<file path="src/rtl/mean_filter_mc_pkg.sv">
// Shared constants and sizing helpers for the multi-channel moving-average filter.
package mean_filter_mc_pkg;

  localparam int unsigned DEF_DATA_W     = 8;
  localparam int unsigned DEF_LOG2_DEPTH = 3;
  localparam int unsigned DEF_CH_NUM     = 4;
  localparam int unsigned DEF_CH_W       = 2;
  localparam int unsigned DEF_ROUND      = 0;

  // Samples held per channel window.
  function automatic int unsigned calc_depth(input int unsigned log2_depth);
    return 32'd1 << log2_depth;
  endfunction

  // Accumulator width: a full window of maximum samples never overflows.
  function automatic int unsigned calc_acc_w(input int unsigned data_w,
                                             input int unsigned log2_depth);
    return data_w + log2_depth;
  endfunction

  // Sample RAM address is {channel, slot}.
  function automatic int unsigned calc_ram_aw(input int unsigned ch_w,
                                              input int unsigned log2_depth);
    return ch_w + log2_depth;
  endfunction

  // Half an LSB of the mean, added before the shift for round half-up.
  function automatic int unsigned round_bias(input int unsigned log2_depth);
    return 32'd1 << (log2_depth - 1);
  endfunction

endpackage

</file>
<file path="src/rtl/mean_filter_mc_if.sv">
// Sample-in / mean-out bus of the multi-channel mean filter, plus its control strobes.
interface mean_filter_mc_if #(
  parameter int unsigned DATA_W = 8,
  parameter int unsigned CH_W   = 2
) ();

  logic              clr;
  logic              pass_fill;
  logic              in_vld;
  logic [CH_W-1:0]   in_ch;
  logic [DATA_W-1:0] in_data;
  logic              out_vld;
  logic [CH_W-1:0]   out_ch;
  logic [DATA_W-1:0] out_data;
  logic              out_full;

  modport master (
    output clr, pass_fill, in_vld, in_ch, in_data,
    input  out_vld, out_ch, out_data, out_full
  );

  modport slave (
    input  clr, pass_fill, in_vld, in_ch, in_data,
    output out_vld, out_ch, out_data, out_full
  );

endinterface

</file>
<file path="src/rtl/mean_mc_ram.sv">
// Simple dual-port sample RAM: one write port, one registered read port, array not reset.
module mean_mc_ram #(
  parameter int unsigned DATA_W = 8,
  parameter int unsigned AW     = 5,
  parameter int unsigned WORDS  = 32
) (
  input  logic              clk,
  input  logic              i_we,
  input  logic [AW-1:0]     i_waddr,
  input  logic [DATA_W-1:0] i_wdata,
  input  logic              i_re,
  input  logic [AW-1:0]     i_raddr,
  output logic [DATA_W-1:0] o_rdata
);

  localparam int unsigned IDX_W = (WORDS > 1) ? $clog2(WORDS) : 1;

  logic [DATA_W-1:0] r_mem [WORDS];
  logic [DATA_W-1:0] r_rdata;
  logic              w_unused_addr;

  // Addresses are always below WORDS, so the upper tag bits may be dropped.
  assign w_unused_addr = ^{i_waddr, i_raddr};

  // Write port and synchronous read port.
  always_ff @(posedge clk) begin
    if (i_we) begin
      r_mem[i_waddr[IDX_W-1:0]] <= i_wdata;
    end
    if (i_re) begin
      r_rdata <= r_mem[i_raddr[IDX_W-1:0]];
    end
  end

  assign o_rdata = r_rdata;

endmodule

</file>
<file path="src/rtl/mean_filter_mc.sv">
// Multi-channel moving-average filter: channel-tagged samples share one window RAM,
// one mean per accepted sample, two-cycle latency, full throughput.
module mean_filter_mc
  import mean_filter_mc_pkg::*;
#(
  parameter int unsigned DATA_W     = DEF_DATA_W,
  parameter int unsigned LOG2_DEPTH = DEF_LOG2_DEPTH,
  parameter int unsigned CH_NUM     = DEF_CH_NUM,
  parameter int unsigned CH_W       = DEF_CH_W,
  parameter int unsigned ROUND      = DEF_ROUND
) (
  input logic             clk,
  input logic             rst_n,
  mean_filter_mc_if.slave bus
);

  localparam int unsigned DEPTH    = calc_depth(LOG2_DEPTH);
  localparam int unsigned ACC_W    = calc_acc_w(DATA_W, LOG2_DEPTH);
  localparam int unsigned RAM_AW   = calc_ram_aw(CH_W, LOG2_DEPTH);
  localparam int unsigned FILL_W   = LOG2_DEPTH + 1;
  localparam int unsigned CH_SLOTS = 1 << CH_W;
  localparam int unsigned RND      = round_bias(LOG2_DEPTH);
  localparam int unsigned DEPTH_M1 = DEPTH - 1;

  localparam logic [FILL_W-1:0] FILL_MAX  = DEPTH[FILL_W-1:0];
  localparam logic [FILL_W-1:0] FILL_LAST = DEPTH_M1[FILL_W-1:0];
  localparam logic [CH_W:0]     CH_LIM    = CH_NUM[CH_W:0];
  localparam logic [ACC_W:0]    RND_C     = RND[ACC_W:0];

  // Per-channel state; slots for tags >= CH_NUM exist but are never written.
  logic [LOG2_DEPTH-1:0] r_wr_ptr [CH_SLOTS];
  logic [FILL_W-1:0]     r_fill   [CH_SLOTS];
  logic [ACC_W-1:0]      r_acc    [CH_SLOTS];

  logic                  w_accept;
  logic [FILL_W-1:0]     w_fill_cur;
  logic                  w_full_now;
  logic                  w_win_full;
  logic [RAM_AW-1:0]     w_rd_addr;

  logic                  r_p1_vld;
  logic                  r_p1_old_vld;
  logic                  r_p1_emit;
  logic                  r_p1_win_full;
  logic [CH_W-1:0]       r_p1_ch;
  logic [DATA_W-1:0]     r_p1_data;
  logic [RAM_AW-1:0]     r_p1_addr;

  logic [DATA_W-1:0]     w_rd_data;
  logic [DATA_W-1:0]     w_old;
  logic [ACC_W-1:0]      w_acc_new;
  logic [ACC_W:0]        w_sum_rnd;
  logic [DATA_W-1:0]     w_mean;
  logic                  w_unused_frac;

  logic                  r_out_vld;
  logic [CH_W-1:0]       r_out_ch;
  logic [DATA_W-1:0]     r_out_data;
  logic                  r_out_full;

  // Stage 0: accept the sample and look up its channel state.
  always_comb begin
    w_accept   = bus.in_vld && ({1'b0, bus.in_ch} < CH_LIM) && !bus.clr;
    w_fill_cur = r_fill[bus.in_ch];
    w_full_now = (w_fill_cur == FILL_MAX);
    w_win_full = (w_fill_cur >= FILL_LAST);
    w_rd_addr  = {bus.in_ch, r_wr_ptr[bus.in_ch]};
  end

  mean_mc_ram #(
    .DATA_W (DATA_W),
    .AW     (RAM_AW),
    .WORDS  (CH_NUM * DEPTH)
  ) u_ram (
    .clk     (clk),
    .i_we    (r_p1_vld),
    .i_waddr (r_p1_addr),
    .i_wdata (r_p1_data),
    .i_re    (w_accept),
    .i_raddr (w_rd_addr),
    .o_rdata (w_rd_data)
  );

  // Stage 1: slide the window sum and derive the mean.
  always_comb begin
    // RAM slots of a filling window hold stale data and must not be subtracted.
    w_old     = r_p1_old_vld ? w_rd_data : '0;
    w_acc_new = r_acc[r_p1_ch] + {{LOG2_DEPTH{1'b0}}, r_p1_data}
                - {{LOG2_DEPTH{1'b0}}, w_old};
    w_sum_rnd = {1'b0, w_acc_new} + RND_C;
    if (ROUND != 0) begin
      w_mean = w_sum_rnd[ACC_W] ? '1 : w_sum_rnd[ACC_W-1:LOG2_DEPTH];
    end else begin
      w_mean = w_acc_new[ACC_W-1:LOG2_DEPTH];
    end
    w_unused_frac = ^w_sum_rnd[LOG2_DEPTH-1:0];
  end

  // Per-channel pointer, fill count and accumulator; clr wipes them all.
  always_ff @(posedge clk or negedge rst_n) begin
    if (!rst_n) begin
      for (int i = 0; i < CH_SLOTS; i++) begin
        r_wr_ptr[i] <= '0;
        r_fill[i]   <= '0;
        r_acc[i]    <= '0;
      end
    end else if (bus.clr) begin
      for (int i = 0; i < CH_SLOTS; i++) begin
        r_wr_ptr[i] <= '0;
        r_fill[i]   <= '0;
        r_acc[i]    <= '0;
      end
    end else begin
      if (w_accept) begin
        r_wr_ptr[bus.in_ch] <= r_wr_ptr[bus.in_ch] + 1'b1;
        if (!w_full_now) begin
          r_fill[bus.in_ch] <= w_fill_cur + 1'b1;
        end
      end
      if (r_p1_vld) begin
        r_acc[r_p1_ch] <= w_acc_new;
      end
    end
  end

  // Stage 0 -> 1 pipeline register; w_accept is already low during clr.
  always_ff @(posedge clk or negedge rst_n) begin
    if (!rst_n) begin
      r_p1_vld      <= 1'b0;
      r_p1_old_vld  <= 1'b0;
      r_p1_emit     <= 1'b0;
      r_p1_win_full <= 1'b0;
      r_p1_ch       <= '0;
      r_p1_data     <= '0;
      r_p1_addr     <= '0;
    end else begin
      r_p1_vld <= w_accept;
      if (w_accept) begin
        r_p1_old_vld  <= w_full_now;
        r_p1_emit     <= w_win_full || bus.pass_fill;
        r_p1_win_full <= w_win_full;
        r_p1_ch       <= bus.in_ch;
        r_p1_data     <= bus.in_data;
        r_p1_addr     <= w_rd_addr;
      end
    end
  end

  // Stage 2 output register; data and tag hold between strobes.
  always_ff @(posedge clk or negedge rst_n) begin
    if (!rst_n) begin
      r_out_vld  <= 1'b0;
      r_out_ch   <= '0;
      r_out_data <= '0;
      r_out_full <= 1'b0;
    end else if (bus.clr) begin
      r_out_vld <= 1'b0;
    end else begin
      r_out_vld <= r_p1_vld && r_p1_emit;
      if (r_p1_vld && r_p1_emit) begin
        r_out_ch   <= r_p1_ch;
        r_out_data <= w_mean;
        r_out_full <= r_p1_win_full;
      end
    end
  end

  assign bus.out_vld  = r_out_vld;
  assign bus.out_ch   = r_out_ch;
  assign bus.out_data = r_out_data;
  assign bus.out_full = r_out_full;

endmodule

</file>
<file path="src/flat_wrapper.sv">
// flat-port wrapper written by rule: the top's interface ports become plain ports
module mean_filter_mc_flat import mean_filter_mc_pkg::*;
#(
  parameter int unsigned DATA_W     = DEF_DATA_W,
  parameter int unsigned LOG2_DEPTH = DEF_LOG2_DEPTH,
  parameter int unsigned CH_NUM     = DEF_CH_NUM,
  parameter int unsigned CH_W       = DEF_CH_W,
  parameter int unsigned ROUND      = DEF_ROUND
)
  (clk, rst_n, bus_clr, bus_pass_fill, bus_in_vld, bus_in_ch, bus_in_data, bus_out_vld, bus_out_ch, bus_out_data, bus_out_full);
  mean_filter_mc_if #(.DATA_W(DATA_W), .CH_W(CH_W)) bus_i ();
  input logic clk;
  input logic rst_n;
  input wire logic [$bits(bus_i.clr)-1:0] bus_clr;
  input wire logic [$bits(bus_i.pass_fill)-1:0] bus_pass_fill;
  input wire logic [$bits(bus_i.in_vld)-1:0] bus_in_vld;
  input wire logic [$bits(bus_i.in_ch)-1:0] bus_in_ch;
  input wire logic [$bits(bus_i.in_data)-1:0] bus_in_data;
  output wire logic [$bits(bus_i.out_vld)-1:0] bus_out_vld;
  output wire logic [$bits(bus_i.out_ch)-1:0] bus_out_ch;
  output wire logic [$bits(bus_i.out_data)-1:0] bus_out_data;
  output wire logic [$bits(bus_i.out_full)-1:0] bus_out_full;
  assign bus_i.clr = bus_clr;
  assign bus_i.pass_fill = bus_pass_fill;
  assign bus_i.in_vld = bus_in_vld;
  assign bus_i.in_ch = bus_in_ch;
  assign bus_i.in_data = bus_in_data;
  assign bus_out_vld = bus_i.out_vld;
  assign bus_out_ch = bus_i.out_ch;
  assign bus_out_data = bus_i.out_data;
  assign bus_out_full = bus_i.out_full;
  mean_filter_mc #(.DATA_W(DATA_W), .LOG2_DEPTH(LOG2_DEPTH), .CH_NUM(CH_NUM), .CH_W(CH_W), .ROUND(ROUND)) u_core (.clk(clk), .rst_n(rst_n), .bus(bus_i));
endmodule
</file>
<file path="config.mk">
export PLATFORM = sky130hd
export DESIGN_NAME = mean_filter_mc_flat
export DESIGN_NICKNAME = d
export VERILOG_FILES = /design/src/rtl/mean_filter_mc_pkg.sv /design/src/rtl/mean_filter_mc_if.sv /design/src/rtl/mean_mc_ram.sv /design/src/rtl/mean_filter_mc.sv /design/src/flat_wrapper.sv
export SDC_FILE = /design/constraint.sdc
export NUM_CORES = 1
export LEC_CHECK = 0
export ABC_AREA = 1
export CAP_MARGIN = 20
export CORE_MARGIN = 5
export CORE_UTILIZATION = 45
export DETAILED_ROUTE_END_ITERATION = 10
export GPL_TIMING_DRIVEN = 0
export PLACE_DENSITY = 0.6
export SETUP_SLACK_MARGIN = 0.4
export SYNTH_ARGS = -nofsm -noshare
export SYNTH_HDL_FRONTEND = slang
export SYNTH_SLANG_ARGS = --single-unit
</file>
<file path="constraint.sdc">
create_clock -name clk -period 8.9 [get_ports clk]
set_input_delay 0.89 -clock clk [delete_from_list [all_inputs] [get_ports clk]]
set_output_delay 0.89 -clock clk [all_outputs]
set_load 0.05 [all_outputs]
</file>
==> results.cfg <==
[worst_setup_path]
worstPathRequired_ns = 9.33
crit_slowest_cell = nor2_1
arrival_ns = 4.58
crit_fanout = 9
max_stage_delay_ns = 0.58
endpoint_kind = flop
path_cells = nor2_1 -> clkinv_1 -> o22ai_1 -> a221oi_1 -> fa_1 -> inv_1 -> ha_1 -> a21oi_1 -> o21ai_0 -> a21oi_1 -> xor2_1 -> o21ai_0
crit_path_start_kind = flop
critical_path_class = reg -> reg

[routing]
drt_iter0_drc = 1107
ant_nets = 0
firstDrtPassIters = 5
vias_per_cell = 5.40
wire_per_inst_um = 20.4
drc_errors = 0
drt_wl_total_mm = 45.5
vias = 12029

[sta]
rsz0062_at_grt = no
final.period_utilization_pct = 46.7
setup_ws_ns = 4.75
fin_crit_ns = 4.15
setup_viol = 0
slew_headroom_pct = 32.2
worstMarginPinSlew_ns = 1.01
final-hold-violation-count = 0
timing.fmax_ghz = 0.241
clock_skew_ns = 0.0285
holdWs_ns = 0.294
finalSetupTns_ns = 0
maxSlewViolCount = 0

[cts]
cts_setup_buffers = 0
cts-buffers-inserted = 40
post_cts_resized = 0
cts.root.buffer_cell = clkbuf_16
clockBufferDepth = 3
tritoncts = yes
hold_buffers = 0
clock_latency_ns = 0.57
clkTransAtPathRegs_ns = 0.06
htreeDepth = 2
cts_sinks = 365

[die]
die-width_um = 203
rows = 70
die_area_um2 = 41300
num_io_pins = 27
dieHeight_um = 203
core_area_um2 = 36800
start_util_pct = 45.7

[placement]
placed_cell_area_um2 = 17800
dp_hpwl_mm = 31.1
place_congestion = 0.904
port_buffers = 24
place_ws_ns = 4.75

[yosys]
synth_cells = 1656
synth_area_um2 = 16800
yosysMostFrequentCell = nand2_1
synth_seq_cells = 365
synthesis.nets = 1693
synthDistinctLibCells = 30
yosysTopAreaCellShare_pct = 47.1
netlist_top_cells_area = edfxtp_1 (47%), dfrtp_1 (15%), nand3_1 (8.1%), nand2_1 (7.5%), inv_1 (5.8%)
synthFlopType = edfxtp_1
syn_area_per_cell_um2 = 10.2
synthArstFlopShare_pct = 27.7
yosysSeqAreaShare_pct = 62.2
yosys_warnings = 0
synth_edf_count = 264
synthTopCellsByCount = nand2_1 (335), nand3_1 (271), edfxtp_1 (264), inv_1 (259), nand3b_1 (120)
synth_largest_area_cell = edfxtp_1

[finish]
drive_above_1_share_pct = 8.19
final_area_um2 = 19200
antennaDiodeCount = 0
finish.utilization_pct = 52.1
syn_to_final_growth_pct = 13.9
fill_cells = 3287
layout.nets = 1766

[global_routing]
grt_pass1_vias = 11994
grt_usage_pct = 22.2
antenna_found_initial = 0
grt_overflow = 0
grt_pass1_wl_mm = 70.1
grt_max_degree = 68

[pwr]
powerDensity_nw_per_um2 = 224
ir_drop_mv = 0.191
cellLeakagePower_nw = 7.95

[outcome]
status = complete, no violations

[job]
drv_cap = 0

[worst_hold_path]
hold_class = in -> async
-- cell families (layout without fill, tap and decap cells) --
group / Yosys count / in the layout / share of synthesized area, %
flip-flops: 365 / 365 / 62.2
adder cells (fa/ha/maj): 22 / 22 / 1.99
buffers and inverters: 341 / 443 / 8.36
AO/OA/AOI/OAI: 124 / 124 / 4.26
AND/OR/NAND/NOR: 795 / 795 / 22.7
XOR/XNOR: 9 / 9 / 0.469
-- report_power, final --
group          internal, mW  leakage (nW)  total [mW]  switching (mW)
Sequential             1.92          3.76        1.97          0.0586
Combinational         0.198          3.54       0.647           0.449
Clock                  1.00         0.649        1.67           0.672
-- sequential cells by signal, indices dropped and copies added (netlist names), 2 cells and up --
signal                flops
u_core.r_fill            16
u_core.bus.out_data       8
u_core.u_ram.r_mem      256
u_core.u_ram.o_rdata      8
u_core.r_p1_addr          5
u_core.bus.out_ch         2
u_core.r_acc             44
u_core.r_p1_data          8
u_core.r_wr_ptr          12
-- placed cells by master, fill, tap and decap left out, types with 8 or more instances in the layout --
cell type        synthesis  final
ha_1                    14     14
clkbuf_1                13     25
buf_2                   41     41
clkbuf_16                0     42
nand3_1                271    271
nor2_1                  53     53
nand3b_1               120    120
dfrtp_1                101     99
buf_4                   20     21
clkdlybuf4s50_1          0     23
fa_1                     8      8
a21oi_1                 19     19
o22ai_1                 33     33
nand2_1                335    335
inv_1                  259    259
edfxtp_1               264    264
o21ai_0                 52     52
-- metrics by stage --
step                power [mW]  instances
global route              4.47       2226
finish                    4.29       2226
floorplan                 2.39       1656
global placement          2.62       2148
detailed placement        2.65       2154
CTS                       4.32       2225
-- worst max-delay path, delay by kind of cell (launching register included) --
family / cells / cell delay, ns
buffers and inverters: 2 / 0.57
AND/OR/NAND/NOR: 1 / 0.58
adder cells (fa/ha/maj): 2 / 0.94
flip-flops: 1 / 0.41
AO/OA/AOI/OAI: 6 / 1.10
XOR/XNOR: 1 / 0.41
-- layer usage --
layer  vias up  global-route usage [%]  share of wire [%]
met2       418                    34.3                 45
met1      5802                    31.2                 44
li1       5698                       -                  -
met5         -                       0                  0
met3       111                    4.85                7.5
met4         0                    7.83                3.5
-- area by class of cell --
class / count / area (um^2) / share of cell area [%]
sequential: 365 / 10500 / 54.6
multi-input combinational: 950 / 4950 / 25.9
clock buffer: 60 / 1180 / 6.15
inverter: 266 / 998 / 5.21
tap: 468 / 586 / 3.06
timing repair buffer: 31 / 430 / 2.25
buffer: 75 / 408 / 2.13
clock inverter: 11 / 140 / 0.732
-- path summary, 6_finish.rpt --
check,from,to,slack (ns),cells after the start
setup / recovery,u_core.r_p1_addr[3],u_core.r_acc[27],4.75,12
hold / removal,rst_n,u_core.r_fill[9],0.29,1
setup reg to reg,u_core.r_p1_addr[3],u_core.r_acc[27],4.75,12
hold reg to reg,u_core.r_acc[21],u_core.r_acc[21],0.48,2
max in group asynchronous,rst_n,u_core.r_p1_data[2],7.89,2
min in group clk,u_core.r_acc[21],u_core.r_acc[21],0.48,2
No activity file was read; power rests on OpenSTA's default activity.
==> patch 1 (same settings) <==
`DEF_DATA_W`: 8 -> 12.
--- a/src/rtl/mean_filter_mc_pkg.sv
+++ b/src/rtl/mean_filter_mc_pkg.sv
@@ -1,7 +1,7 @@
 // Shared constants and sizing helpers for the multi-channel moving-average filter.
 package mean_filter_mc_pkg;
 
-  localparam int unsigned DEF_DATA_W     = 8;
+  localparam int unsigned DEF_DATA_W     = 12;
   localparam int unsigned DEF_LOG2_DEPTH = 3;
   localparam int unsigned DEF_CH_NUM     = 4;
   localparam int unsigned DEF_CH_W       = 2;
Interface: changed (resized bus_in_data and bus_out_data); port bits go from 27 to 35. No check against the original RTL was run, so the function may have changed too.
==> patch 1 against the original RTL <==
Sequential cell count increased by 156. Synthesized area rose by 42%. Sequential power rose by 45%. Power rose by 38%. Design area grew 42%. Die area is 40% higher. Routed wire length increased by 51%. Hold slack got worse by 32 ps. Worst setup slack got worse by 220 ps. First-iteration DRC count up 75%. Via count increased by 45%. Clock power up 30%. Critical path type unchanged. Largest power group unchanged.
==> patch 1: results (changes against the original RTL) <==
INFO  outcome        outcome=finished, final reports clean
INFO  global_route   grt_max_degree=70 [+2.9%]
INFO  route          met3_wirelength=6450µm [+88%]
INFO  synthesis      synth.cells.most_frequent=471 x sky130_fd_sc_hd__nand2_1, 396 x sky130_fd_sc_hd__edfxtp_1, 390 x sky130_fd_sc_hd__nand3_1, 353 x sky130_fd_sc_hd__inv_1, 181 x sky130_fd_sc_hd__nand3b_1
INFO  route          num_vias=17,430 [+45%]
INFO  synthesis      post_synth_xor_area_fraction=0.367% [-0.10 points]
INFO  setup_path     reg2reg_slack=4530ps [-220 ps]
INFO  global_route   grt_antenna_before_repair=1 [+1]
INFO  sta            final.hold.worst_slack=262ps [-31.7 ps]
INFO  sta            worst_clock_skew=27.8ps [-0.727 ps]
INFO  layout         num-fill-cells=4,731 [+44%]
INFO  sta            fmax=229MHz [-5.0%]
INFO  power_and_ir_drop power.sequential.total=2860µW [+45%]
INFO  layout         largest_register_ff_count=384 [+50%]
INFO  synthesis      synth_adder_area_share=1.95% [-0.046 points]
INFO  setup_path     critPathMaxStageDelay=690ps [+110 ps]
INFO  synthesis      synthTopCellsByArea=sky130_fd_sc_hd__edfxtp_1 50%, sky130_fd_sc_hd__dfrtp_1 13%, sky130_fd_sc_hd__nand3_1 8.2%, sky130_fd_sc_hd__nand2_1 7.4%, sky130_fd_sc_hd__nand3b_1 5.7%
INFO  route          detail_route.first_pass.iterations=6 [+1]
INFO  layout         multi_input_area=0.00691mm² [+39%]
INFO  power_and_ir_drop max-vdd-ir-drop=0.000156V [-18%]
INFO  power_and_ir_drop power.share.clock=36.6% [-2.4 points]
INFO  synthesis      postSynthNetCount=2,360 [+39%]
INFO  setup_path     worst_r2r_path_depth=17 [+5]
INFO  setup_path     crit_path_top_delay_cell=sky130_fd_sc_hd__clkbuf_1
INFO  place          place_ws=4620ps [-132 ps]
INFO  cts            number_of_clock_buffers_inserted_by_tritoncts=54 [+35%]
INFO  global_route   grt_pass1_wl=102,000µm [+46%]
INFO  synthesis      seq_area_frac_synth=62.9% [+0.68 points]
INFO  layout         layout-drive-gt1-share=8.93% [+0.73 points]
INFO  cts            clk_lat_worst_skew=620ps [+50 ps]
INFO  route          wl_met2=30,700µm [+49%]
INFO  power_and_ir_drop net_switching_power_figure=1690µW [+44%]
INFO  place          routability_congestion=0.920 [+1.7%]
INFO  setup_path     critical_path_peak_fanout=10 [+1]
INFO  place          detailed_place_hpwl=47,300µm [+52%]
INFO  synthesis      synth_cells=2,311 [+40%]
INFO  global_route   met1_usage=33.5% [+2.3 points]
INFO  power_and_ir_drop total_leakage_power=0.0112µW [+41%]
INFO  synthesis      synth-edff-count=396 [+50%]
INFO  sta            max_slew.worst_pin.slew=1120ps [+103 ps]
==> patch 1: cell type report <==
cell class	count	share of cell area [%]
tap	688	3.17
timing repair buffer	66	2.64
clock inverter	34	0.903
antenna	1	0.00921
multi-input combinational	1313	25.4
clock buffer	65	5.24
sequential	521	55.3
inverter	361	5.00
buffer	116	2.25
==> patch 1: how the worst min path moves through the flow <==
stage / from / to / depth (start not counted)
floorplan: u_core.r_fill[2]$_DFFE_PN0P_ / u_core.r_fill[2]$_DFFE_PN0P_ / 2
global placement: u_core.r_fill[6]$_DFFE_PN0P_ / u_core.r_fill[6]$_DFFE_PN0P_ / 2
detailed placement: u_core.bus.out_data[9]$_DFFE_PN0P_ / u_core.bus.out_data[9]$_DFFE_PN0P_ / 2
CTS: rst_n / u_core.r_fill[3]$_DFFE_PN0P_ / 1
global route: rst_n / u_core.r_fill[2]$_DFFE_PN0P_ / 1
finish: rst_n / u_core.r_fill[2]$_DFFE_PN0P_ / 1
==> patch 2 (same settings) <==
Made on the original files. Reset style: synchronous (`rst_n`), changed in 3 clocked blocks.
--- a/src/rtl/mean_filter_mc.sv
+++ b/src/rtl/mean_filter_mc.sv
@@ -97,7 +97,7 @@
   end
 
   // Per-channel pointer, fill count and accumulator; clr wipes them all.
-  always_ff @(posedge clk or negedge rst_n) begin
+  always_ff @(posedge clk) begin
     if (!rst_n) begin
       for (int i = 0; i < CH_SLOTS; i++) begin
         r_wr_ptr[i] <= '0;
@@ -124,7 +124,7 @@
   end
 
   // Stage 0 -> 1 pipeline register; w_accept is already low during clr.
-  always_ff @(posedge clk or negedge rst_n) begin
+  always_ff @(posedge clk) begin
     if (!rst_n) begin
       r_p1_vld      <= 1'b0;
       r_p1_old_vld  <= 1'b0;
@@ -147,7 +147,7 @@
   end
 
   // Stage 2 output register; data and tag hold between strobes.
-  always_ff @(posedge clk or negedge rst_n) begin
+  always_ff @(posedge clk) begin
     if (!rst_n) begin
       r_out_vld  <= 1'b0;
       r_out_ch   <= '0;
Behaviour: differs if rst_n is asserted again (counterexample within 4 cycles, from zero or initial values and one cycle with rst_n low); with rst_n held inactive, the same outputs for 4 cycles.
==> patch 2 against the original RTL <==
Clock skew is 1.2 ps higher. Synthesized area is 0.31% lower. Power is 7.7% lower. Fmax is 1.9% lower. Worst setup slack worse by 81 ps. Critical path depth is 3 higher. Clock power is 7% lower. Critical path type unchanged. Combinational power is 30% lower. First-iteration DRC count is 1.8% lower. Design area is 1.5% lower. Routed wire length is 3.6% lower. Sequential cell count is 2 higher.
==> patch 2: results (changes against the original RTL) <==
INFO  layout         largest_register_ff_count=256 [unchanged]
INFO  global_route   grt_usage=21.4% [-0.82 points]
INFO  route          detail_route.first_pass.iterations=5 [unchanged]
INFO  route          routed_wirelength=43,900µm [-3.6%]
INFO  place          placed_cell_area=0.0176mm² [-0.87%]
INFO  cts            cts.repair.resized=0 [unchanged]
INFO  setup_path     critical_path_peak_fanout=10 [+1]
INFO  cts            cts_setup_buffers=0 [unchanged]
INFO  synthesis      yosys.cell_types.count=35 [+17%]
INFO  setup_path     critPathMaxStageDelay=500ps [-80 ps]
INFO  layout         finish.net_count=1,710 [-3.2%]
INFO  power_and_ir_drop total_leakage_power=0.00747µW [-5.9%]
INFO  setup_path     crit_path_top_delay_cell=sky130_fd_sc_hd__clkbuf_1
INFO  setup_path     worst-endpoint-arrival=4640ps [+60 ps]
INFO  place          port-buffer-count=25 [+4.2%]
INFO  synthesis      synth_cells=1,603 [-3.2%]
INFO  synthesis      async_reset_ff_share=0% [-28 points]
INFO  synthesis      synthTopCellsByArea=sky130_fd_sc_hd__edfxtp_1 60%, sky130_fd_sc_hd__nand3_1 7.7%, sky130_fd_sc_hd__nand2_1 6.1%, sky130_fd_sc_hd__nand3b_1 5.4%, sky130_fd_sc_hd__inv_1 5.3%
INFO  sta            relSlewSlack=35.3% [+3.1 points]
INFO  place          post-place-cells=2,099 [-2.6%]
INFO  route          drt_iter0_markers=1,087 [-1.8%]
INFO  synthesis      synth-edff-count=336 [+27%]
INFO  setup_path     critPathTopFamily=buffers and inverters
INFO  route          detail_route.wl_per_cell=20.2µm [-1.1%]
INFO  layout         layout-drive-gt1-share=7.70% [-0.49 points]
INFO  outcome        outcome=finished, final reports clean
INFO  synthesis      synth_top_area_share=60.2% [+13 points]
INFO  global_route   grt_max_degree=34 [-50%]
INFO  place          detailed_place_hpwl=30,100µm [-3.2%]
INFO  cts            clock_path_buffers=3 [unchanged]
INFO  synthesis      seq_area_frac_synth=63.9% [+1.7 points]
INFO  layout         area.growth.synth_to_final=12.5%
INFO  cts            cts_tree=built
INFO  place          routability_congestion=0.931 [+2.9%]
INFO  worst_hold_path min-delay-path-class=register to register
INFO  sta            worst_clock_skew=29.7ps [+1.24 ps]
INFO  global_route   vias_in_the_first_global_route=11,462 [-4.4%]
INFO  global_route   grt_pass1_wl=66,900µm [-4.6%]
INFO  power_and_ir_drop max-vdd-ir-drop=0.000163V [-15%]
INFO  layout         num-fill-cells=3,271 [-0.49%]
INFO  synthesis      synth.cells.most_frequent=336 x sky130_fd_sc_hd__edfxtp_1, 271 x sky130_fd_sc_hd__nand2_1, 258 x sky130_fd_sc_hd__nand3_1, 235 x sky130_fd_sc_hd__inv_1, 130 x sky130_fd_sc_hd__nor2_1
INFO  route          num_vias=11,698 [-2.8%]
patch 2: logic make-up (layout without fill, tap and decap cells):
logic type	after synthesis	count (layout)	share of synthesized area [%]
xor gates and xnor gates	8	8	0.418
buffers and inverters	325	423	7.93
AOI/OAI and AO/OA	81	81	2.81
and+or+nand+nor	800	800	22.9
DFF	367	367	63.9
adders and majority gates	22	22	2.00
patch 2: final timing paths:
kind                                            to  cells after the start                     startpoint  slack [ps]
hold reg to reg      u_core.bus.out_vld$_SDFF_PP0_                      2  u_core.r_p1_emit$_SDFFE_PN0P_         470
hold / removal       u_core.bus.out_vld$_SDFF_PP0_                      2  u_core.r_p1_emit$_SDFFE_PN0P_         470
setup reg to reg  u_core.r_acc[1][7]$_SDFFCE_PN0P_                     15                       register        4670
setup / recovery  u_core.r_acc[1][7]$_SDFFCE_PN0P_                     15                       register        4670
patch 2: layout make-up:
class                   instances  area, µm²  area share, %
well taps                     468        586           3.11
clock buffers                  51       1050           5.58
clock inverters                19        155          0.823
repair buffers                 28        295           1.57
plain buffers                  84        424           2.25
multi-input cells             911       4720           25.0
inverters                     241        905           4.80
flip-flops and latches        367      10700           56.8
patch 2: metrics by stage:
step                setup slack, ps  util [%]
floorplan                      5560         -
global placement               4780      48.0
detailed placement             4740      48.1
CTS                            4680      51.4
global route                   4350      51.4
finish                         4670      51.4
patch 2: layer usage:
metal	vias to the layer above	track usage (%)	wire (µm)
met1	5630	28.7	18500
met3	95	3.48	3000
met5	-	0	0
li1	5559	-	-
met2	414	35.2	20900
met4	0	8.03	1510
patch 2: where the power goes:
group	internal (µW)	switching [µW]
clock	893	663
sequential	1920	35.5
combinational	139	317
